<file path="config.mk">
export PLATFORM = sky130hd
export DESIGN_NAME = carfield_domain_sequencer
export DESIGN_NICKNAME = d
export VERILOG_FILES = /design/src/rtl/carfield_domain_seq_pkg.sv /design/src/rtl/carfield_domain_rr_pick.sv /design/src/rtl/carfield_domain_sequencer.sv
export SDC_FILE = /design/constraint.sdc
export NUM_CORES = 1
export LEC_CHECK = 0
export CORE_MARGIN = 3
export CORE_UTILIZATION = 53
export DETAILED_ROUTE_END_ITERATION = 16
export PLACE_DENSITY = 0.79
export SETUP_SLACK_MARGIN = 0.3
export SYNTH_ARGS = -nofsm -noshare
export SYNTH_HDL_FRONTEND = slang
export SYNTH_SLANG_ARGS = --single-unit
</file>
<file path="constraint.sdc">
create_clock -name clk_i -period 3.43 [get_ports clk_i]
set_input_delay 0.686 -clock clk_i [delete_from_list [all_inputs] [get_ports clk_i]]
set_output_delay 0.686 -clock clk_i [all_outputs]
set_load 0.01 [all_outputs]
</file>
<file path="src/rtl/carfield_domain_seq_pkg.sv">
// Shared types and default timing constants for the Carfield domain power sequencer.
package carfield_domain_seq_pkg;

    typedef enum logic [2:0] {
        IDLE,
        PU_CLK,
        PU_RST,
        PU_ISO,
        PD_ISO,
        PD_RST
    } seq_state_e;

    localparam int unsigned DefNumDomains    = 4;
    localparam int unsigned DefClkWaitCycles = 8;
    localparam int unsigned DefRstWaitCycles = 16;
    localparam int unsigned DefIsoTimeout    = 256;

    function automatic int unsigned max3(input int unsigned a, input int unsigned b,
                                         input int unsigned c);
        int unsigned m;
        m = (a > b) ? a : b;
        return (m > c) ? m : c;
    endfunction

    // A single domain still needs a 1-bit index signal.
    function automatic int unsigned idx_width(input int unsigned n);
        return (n > 1) ? $clog2(n) : 1;
    endfunction

endpackage

</file>
<file path="src/rtl/carfield_domain_rr_pick.sv">
// Combinational round-robin pick: first pending domain at or after ptr_i, wrapping.
module carfield_domain_rr_pick #(
    parameter int unsigned NumDomains = 4,
    parameter int unsigned IdxWidth   = 2
) (
    input  logic [NumDomains-1:0] pending_i,
    input  logic [IdxWidth-1:0]   ptr_i,
    output logic                  valid_o,
    output logic [IdxWidth-1:0]   idx_o
);

    int unsigned cand;

    always_comb begin
        valid_o = 1'b0;
        idx_o   = '0;
        cand    = 0;
        for (int unsigned off = 0; off < NumDomains; off++) begin
            cand = (32'(ptr_i) + off) % NumDomains;
            if (!valid_o && pending_i[cand[IdxWidth-1:0]]) begin
                valid_o = 1'b1;
                idx_o   = cand[IdxWidth-1:0];
            end
        end
    end

endmodule

</file>
<file path="src/rtl/carfield_domain_sequencer.sv">
// Power-up/down sequencer for the Carfield isolatable domains: one shared FSM drives the
// clock gate, reset and AXI isolation of whichever domain the round-robin picker selects.
module carfield_domain_sequencer
    import carfield_domain_seq_pkg::*;
#(
    parameter int unsigned NumDomains    = DefNumDomains,
    parameter int unsigned ClkWaitCycles = DefClkWaitCycles,
    parameter int unsigned RstWaitCycles = DefRstWaitCycles,
    parameter int unsigned IsoTimeout    = DefIsoTimeout,
    localparam int unsigned CntWidth =
        $clog2(max3(ClkWaitCycles, RstWaitCycles, IsoTimeout)) + 1,
    localparam int unsigned IdxWidth = idx_width(NumDomains)
) (
    input  logic                  clk_i,
    input  logic                  rst_i,
    input  logic [NumDomains-1:0] domain_en_i,
    input  logic [NumDomains-1:0] isolated_i,
    input  logic [NumDomains-1:0] err_clr_i,
    output logic [NumDomains-1:0] clk_en_o,
    output logic [NumDomains-1:0] rst_no,
    output logic [NumDomains-1:0] isolate_o,
    output logic [NumDomains-1:0] domain_on_o,
    output logic [NumDomains-1:0] err_o,
    output logic                  busy_o,
    output logic [IdxWidth-1:0]   active_idx_o
);

    localparam logic [CntWidth-1:0] ClkLast = CntWidth'(ClkWaitCycles - 1);
    localparam logic [CntWidth-1:0] RstLast = CntWidth'(RstWaitCycles - 1);
    localparam logic [CntWidth-1:0] IsoLast = CntWidth'(IsoTimeout - 1);
    localparam logic [IdxWidth-1:0] IdxLast = IdxWidth'(NumDomains - 1);
    localparam logic [CntWidth-1:0] CntOne  = CntWidth'(1);

    seq_state_e             state_q, state_d;
    logic [CntWidth-1:0]    cnt_q, cnt_d;
    logic [IdxWidth-1:0]    idx_q, idx_d;
    logic [IdxWidth-1:0]    ptr_q, ptr_d;
    logic [NumDomains-1:0]  clk_en_q, clk_en_d;
    logic [NumDomains-1:0]  rst_n_q, rst_n_d;
    logic [NumDomains-1:0]  iso_q, iso_d;
    logic [NumDomains-1:0]  on_q, on_d;
    logic [NumDomains-1:0]  err_q, err_d;
    logic [NumDomains-1:0]  err_set;
    logic                   busy_q, busy_d;

    logic [NumDomains-1:0]  pending;
    logic                   pick_valid;
    logic [IdxWidth-1:0]    pick_idx;

    assign pending = domain_en_i ^ on_q;

    carfield_domain_rr_pick #(
        .NumDomains (NumDomains),
        .IdxWidth   (IdxWidth)
    ) u_rr_pick (
        .pending_i (pending),
        .ptr_i     (ptr_q),
        .valid_o   (pick_valid),
        .idx_o     (pick_idx)
    );

    always_comb begin
        state_d  = state_q;
        cnt_d    = cnt_q;
        idx_d    = idx_q;
        ptr_d    = ptr_q;
        clk_en_d = clk_en_q;
        rst_n_d  = rst_n_q;
        iso_d    = iso_q;
        on_d     = on_q;
        err_set  = '0;

        unique case (state_q)
            IDLE: begin
                if (pick_valid) begin
                    idx_d = pick_idx;
                    // ptr holds the index the next search starts from.
                    ptr_d = (pick_idx == IdxLast) ? '0 : pick_idx + IdxWidth'(1);
                    cnt_d = '0;
                    if (!on_q[pick_idx]) begin
                        clk_en_d[pick_idx] = 1'b1;
                        state_d            = PU_CLK;
                    end else begin
                        iso_d[pick_idx] = 1'b1;
                        on_d[pick_idx]  = 1'b0;
                        state_d         = PD_ISO;
                    end
                end
            end
            PU_CLK: begin
                if (cnt_q == ClkLast) begin
                    rst_n_d[idx_q] = 1'b1;
                    cnt_d          = '0;
                    state_d        = PU_RST;
                end else begin
                    cnt_d = cnt_q + CntOne;
                end
            end
            PU_RST: begin
                if (cnt_q == RstLast) begin
                    iso_d[idx_q] = 1'b0;
                    cnt_d        = '0;
                    state_d      = PU_ISO;
                end else begin
                    cnt_d = cnt_q + CntOne;
                end
            end
            PU_ISO: begin
                if (!isolated_i[idx_q] || cnt_q == IsoLast) begin
                    on_d[idx_q]    = 1'b1;
                    err_set[idx_q] = isolated_i[idx_q];
                    state_d        = IDLE;
                end else begin
                    cnt_d = cnt_q + CntOne;
                end
            end
            PD_ISO: begin
                if (isolated_i[idx_q] || cnt_q == IsoLast) begin
                    rst_n_d[idx_q] = 1'b0;
                    err_set[idx_q] = !isolated_i[idx_q];
                    cnt_d          = '0;
                    state_d        = PD_RST;
                end else begin
                    cnt_d = cnt_q + CntOne;
                end
            end
            PD_RST: begin
                if (cnt_q == RstLast) begin
                    clk_en_d[idx_q] = 1'b0;
                    state_d         = IDLE;
                end else begin
                    cnt_d = cnt_q + CntOne;
                end
            end
            default: state_d = IDLE;
        endcase

        // A timeout in the same cycle as a clear wins.
        err_d  = (err_q & ~err_clr_i) | err_set;
        busy_d = (state_d != IDLE);
    end

    always_ff @(posedge clk_i or posedge rst_i) begin
        if (rst_i) begin
            state_q  <= IDLE;
            cnt_q    <= '0;
            idx_q    <= '0;
            ptr_q    <= '0;
            clk_en_q <= '0;
            rst_n_q  <= '0;
            iso_q    <= '1;
            on_q     <= '0;
            err_q    <= '0;
            busy_q   <= 1'b0;
        end else begin
            state_q  <= state_d;
            cnt_q    <= cnt_d;
            idx_q    <= idx_d;
            ptr_q    <= ptr_d;
            clk_en_q <= clk_en_d;
            rst_n_q  <= rst_n_d;
            iso_q    <= iso_d;
            on_q     <= on_d;
            err_q    <= err_d;
            busy_q   <= busy_d;
        end
    end

    assign clk_en_o     = clk_en_q;
    assign rst_no       = rst_n_q;
    assign isolate_o    = iso_q;
    assign domain_on_o  = on_q;
    assign err_o        = err_q;
    assign busy_o       = busy_q;
    assign active_idx_o = idx_q;

endmodule

</file>
==> run summary <==
OUTCOME
--------------------------------------------------------------------------------------------------------
Outcome ................................................................................... finished clean

LAYOUT
--------------------------------------------------------------------------------------------------------
Layout cells sized above 1 ................................................................        12.8%
# fillers .................................................................................          310
Ant. Diodes ...............................................................................            0
Most common library cell in the layout ignoring fill and taps ............................. clkdlybuf4s50_1
Number of nets at the end of the flow .....................................................          284
Highest-count cells in the layout ignoring fill and taps .................................. clkdlybuf4s50_1, dfrtp_1, nor2_1
Sequential cell area ......................................................................      931 µm²
Area growth syn-to-layout .................................................................        24.2%
Multi-input logic area ....................................................................  0.00114 mm²

RUN
--------------------------------------------------------------------------------------------------------
Maximum capacitance violations ............................................................            0

SYNTHESIS
--------------------------------------------------------------------------------------------------------
Simple-Gate Fraction of Synth Area ........................................................        17.9%
Flip-flop cell with the highest count after synthesis .....................................      dfrtp_1
Number of synthesized flops with an enable pin ............................................            0
Number of library cell types mapped by synthesis ..........................................           50
Adder-Cell Fraction of Synth Area .........................................................        3.48%
Netlist area before placement .............................................................  0.00215 mm²
Synthesized Nets ..........................................................................          247
Post-synthesis cell count .................................................................          227
Largest family of logic cells by synthesized area ......................................... compound AO/OA/AOI/OAI gates
Mean instance size in the synthesized netlist .............................................     9.49 µm²
Number of synthesized register bits .......................................................           37
Complex-gate fraction of the synthesized area .............................................        22.5%
Xor/xnor cell area share of the yosys netlist .............................................        3.08%
Sequential fraction of the synthesis area .................................................        43.2%
Proportion of synthesized area in mux cells ...............................................        5.75%
YS warnings ...............................................................................            0
Proportion of synthesized flip-flops having asynchronous set or reset .....................         100%

CLOCKING
--------------------------------------------------------------------------------------------------------
Later-pin clock latency in the skew report ................................................      0.28 ns
TritonCTS clock tree ......................................................................        built
Number of H-tree branching levels .........................................................            2
Deepest clock path buffer count ...........................................................            2
CTS Hold Bufs .............................................................................            0
Post-CTS clock slew at the launch and capture registers of the worst setup and hold paths .      0.07 ns
Post-CTS setup repair buffer count ........................................................            0
Number of clock buffers inserted by TritonCTS .............................................            5
Post-cts gate resize count ................................................................            0
Clock sink count ..........................................................................           37
Root buf cell .............................................................................     clkbuf_8

STA
--------------------------------------------------------------------------------------------------------
Worst Max-Slew Pin Slew ...................................................................     0.509 ns
Count of endpoints failing hold in the final timing report ................................            0
Worst slew slack as a fraction of its limit ...............................................        65.8%
Summed negative setup slack over all endpoints ............................................         0 ns
Total count of max-transition violations in the final report ..............................            0
Setup ws final ............................................................................     0.502 ns
Count of endpoints failing setup in the final report ......................................            0
Maximum frequency from static timing analysis .............................................    0.342 GHz
Time the worst path needs with I/O delays and setup .......................................      2.93 ns
Setup skew after layout ...................................................................   0.00566 ns
Unrepaired setup endpoints after global routing ...........................................        false
Post-route clock period utilization .......................................................        85.4%

ROUTE
--------------------------------------------------------------------------------------------------------
Vias per Instance .........................................................................         6.07
Number of remaining DRC errors ............................................................            0
Count of routing violations after the opening detailed-route iteration ....................          150
Via Count .................................................................................         1899
Remaining number of nets flagged by the antenna check after routing .......................            0
Number of iterations in the first detailed-routing pass ...................................            4
Final routed wirelength across all metal layers ...........................................      5.13 mm
Routed length per instance ................................................................      16.4 µm

DIE
--------------------------------------------------------------------------------------------------------
Count of pins on the block boundary .......................................................           37
Total number of placement rows ............................................................           22
Core Region ...............................................................................  0.00380 mm²
Horizontal die dimension ..................................................................      69.8 µm
Initial Util ..............................................................................        56.7%
Die Footprint .............................................................................  0.00487 mm²
Die H .....................................................................................      69.8 µm

GRT
--------------------------------------------------------------------------------------------------------
GRT Overall Usage .........................................................................        22.1%
Maximum number of pins on one net before global-route repair ..............................           38
Total congestion overflow after global routing ............................................            0
Global-route wire length before repair ....................................................      8.76 mm
Number of antenna violations at the first check in global routing .........................            0
Vias in the first global route ............................................................         1760

PLACE
--------------------------------------------------------------------------------------------------------
DP HPWL ...................................................................................      3.70 mm
Post-Place Worst Slack ....................................................................     0.254 ns
Count of port buffers added during placement ..............................................           36
Placer congestion estimate ................................................................        0.846

WORST SETUP PATH
--------------------------------------------------------------------------------------------------------
Buffers plus inverters on the worst setup path ............................................            1
Capturing element of the worst setup path ................................................. isolate_o[2]
Startpoint type of the worst setup path ...................................................    input pin
Largest fanout of any net on the critical path ............................................            7
Delay-heaviest family, CP ................................................................. compound AO/OA/AOI/OAI gates
Arrival time of data at the critical path endpoint ........................................      3.14 ns
Crit. Startpoint .......................................................................... domain_en_i[3]
Worst reg2reg path endpoint ...............................................................     cnt_q[5]
Cells along the critical path ............................................................. clkdlybuf4s50_1 -> xnor2_1 -> o21ai_0 -> a31oi_1 -> a211o_1 -> mux2_4 -> o311a_1 -> a221o_1
Required arrival time at the worst endpoint ...............................................      3.64 ns
Worst flop-to-flop path startpoint ........................................................     cnt_q[0]
Total stage count of the critical path ....................................................            8
Setup slack of the most critical reg-to-reg path ..........................................      0.63 ns
FF-to-FF path depth .......................................................................           10
CP endpoint kind ..........................................................................    flip-flop
Stage delay of the slowest cell on the critical path ......................................      0.43 ns
Classification of the worst setup path .................................................... input pin to flip-flop
CP max stage cell .........................................................................      xnor2_1

PWR
--------------------------------------------------------------------------------------------------------
PnR Total Power ...........................................................................      1.98 mW
Pleak .....................................................................................      1.09 nW
Worst vdd rail ir drop ....................................................................   0.000370 V
Total power divided by cell area ..........................................................   740 mW/mm²

HOLD PATH
--------------------------------------------------------------------------------------------------------
Hold crit path type ....................................................................... flip-flop to flip-flop

==> metal layers <==
| layer | global-route usage (%) | vias to the layer above | share of wire, % |
|---|---|---|---|
| met1 | 32.9 | 915 | 47 |
| met3 | 4.49 | 7 | 6.8 |
| met2 | 32.5 | 73 | 45 |
| met4 | 5.96 | 0 | 1.1 |
| met5 | 0 | - | 0 |
| li1 | - | 904 | - |
==> cells in the mapped netlist, drive strengths merged (3+ instances only) <==
| cell | n | area share (%) |
|---|---|---|
| clkbuf | 5 | 0.87 |
| buf | 4 | 0.93 |
| o311a | 4 | 1.9 |
| mux2 | 6 | 3.3 |
| dfrtp | 33 | 38 |
| xnor2 | 3 | 1.6 |
| o31ai | 3 | 1.0 |
| a21oi | 16 | 3.9 |
| nor2 | 23 | 4.1 |
| o21ai | 15 | 3.5 |
| ha | 6 | 3.5 |
| inv | 13 | 2.3 |
| a221o | 7 | 3.3 |
| nand3 | 6 | 1.4 |
| mux2i | 3 | 1.4 |
| or2 | 4 | 1.2 |
| dfstp | 4 | 4.9 |
| a31oi | 3 | 0.87 |
| nor3 | 6 | 1.4 |
| nor2b | 6 | 1.7 |
| nand2 | 20 | 3.6 |
| o22ai | 6 | 1.7 |
| nand2b | 4 | 1.2 |
==> final cells by class <==
type                            instances  area share (%)
Multi-Input combinational cell        168            42.5
Clock inverter                          1            1.12
Inverter                               13            1.82
Timing Repair Buffer                   39            14.3
Clock buffer                            7            3.23
Sequential cell                        37            34.8
Tap cell                               48            2.25
==> per-stage QoR <==
stage	hold WS, ns	std cells	cell area, µm²	util [%]
global placement	0.499	305	2560	67.4
CTS	0.513	313	2680	70.4
finish	0.515	313	2680	70.4
floorplan	0.461	227	2150	-
detailed placement	0.500	305	2560	67.4
global route	0.535	313	2680	70.4
==> how the worst min path moves through the flow <==
stage,endpoint,depth (start not counted),slack (ns),startpoint
2_1_floorplan,cnt_q[7],1,0.46,cnt_q[7]
3_3_place_gp,cnt_q[1],2,0.50,cnt_q[1]
3_5_place_dp,cnt_q[7],1,0.50,cnt_q[7]
4_1_cts,cnt_q[7],1,0.51,cnt_q[7]
5_1_grt,flip-flop,1,0.54,flip-flop
6_report,cnt_q[7],1,0.51,cnt_q[7]
==> where the power goes <==
part / switching (mW) / leakage (nW) / internal, mW
registers: 0.161 / 0.453 / 0.533
logic: 0.500 / 0.581 / 0.402
clock network: 0.146 / 0.0585 / 0.237
total: 0.807 / 1.09 / 1.17
==> cell families (layout without fill, tap and decap cells) <==
| logic type | Yosys count | count (layout) |
|---|---|---|
| simple gates | 80 | 80 |
| xor+xnor | 5 | 5 |
| compound gates | 67 | 67 |
| buf+inv | 22 | 60 |
| fa+ha+maj | 6 | 6 |
| flops | 37 | 37 |
| mux | 10 | 10 |
(Power assumes the default switching activity.)
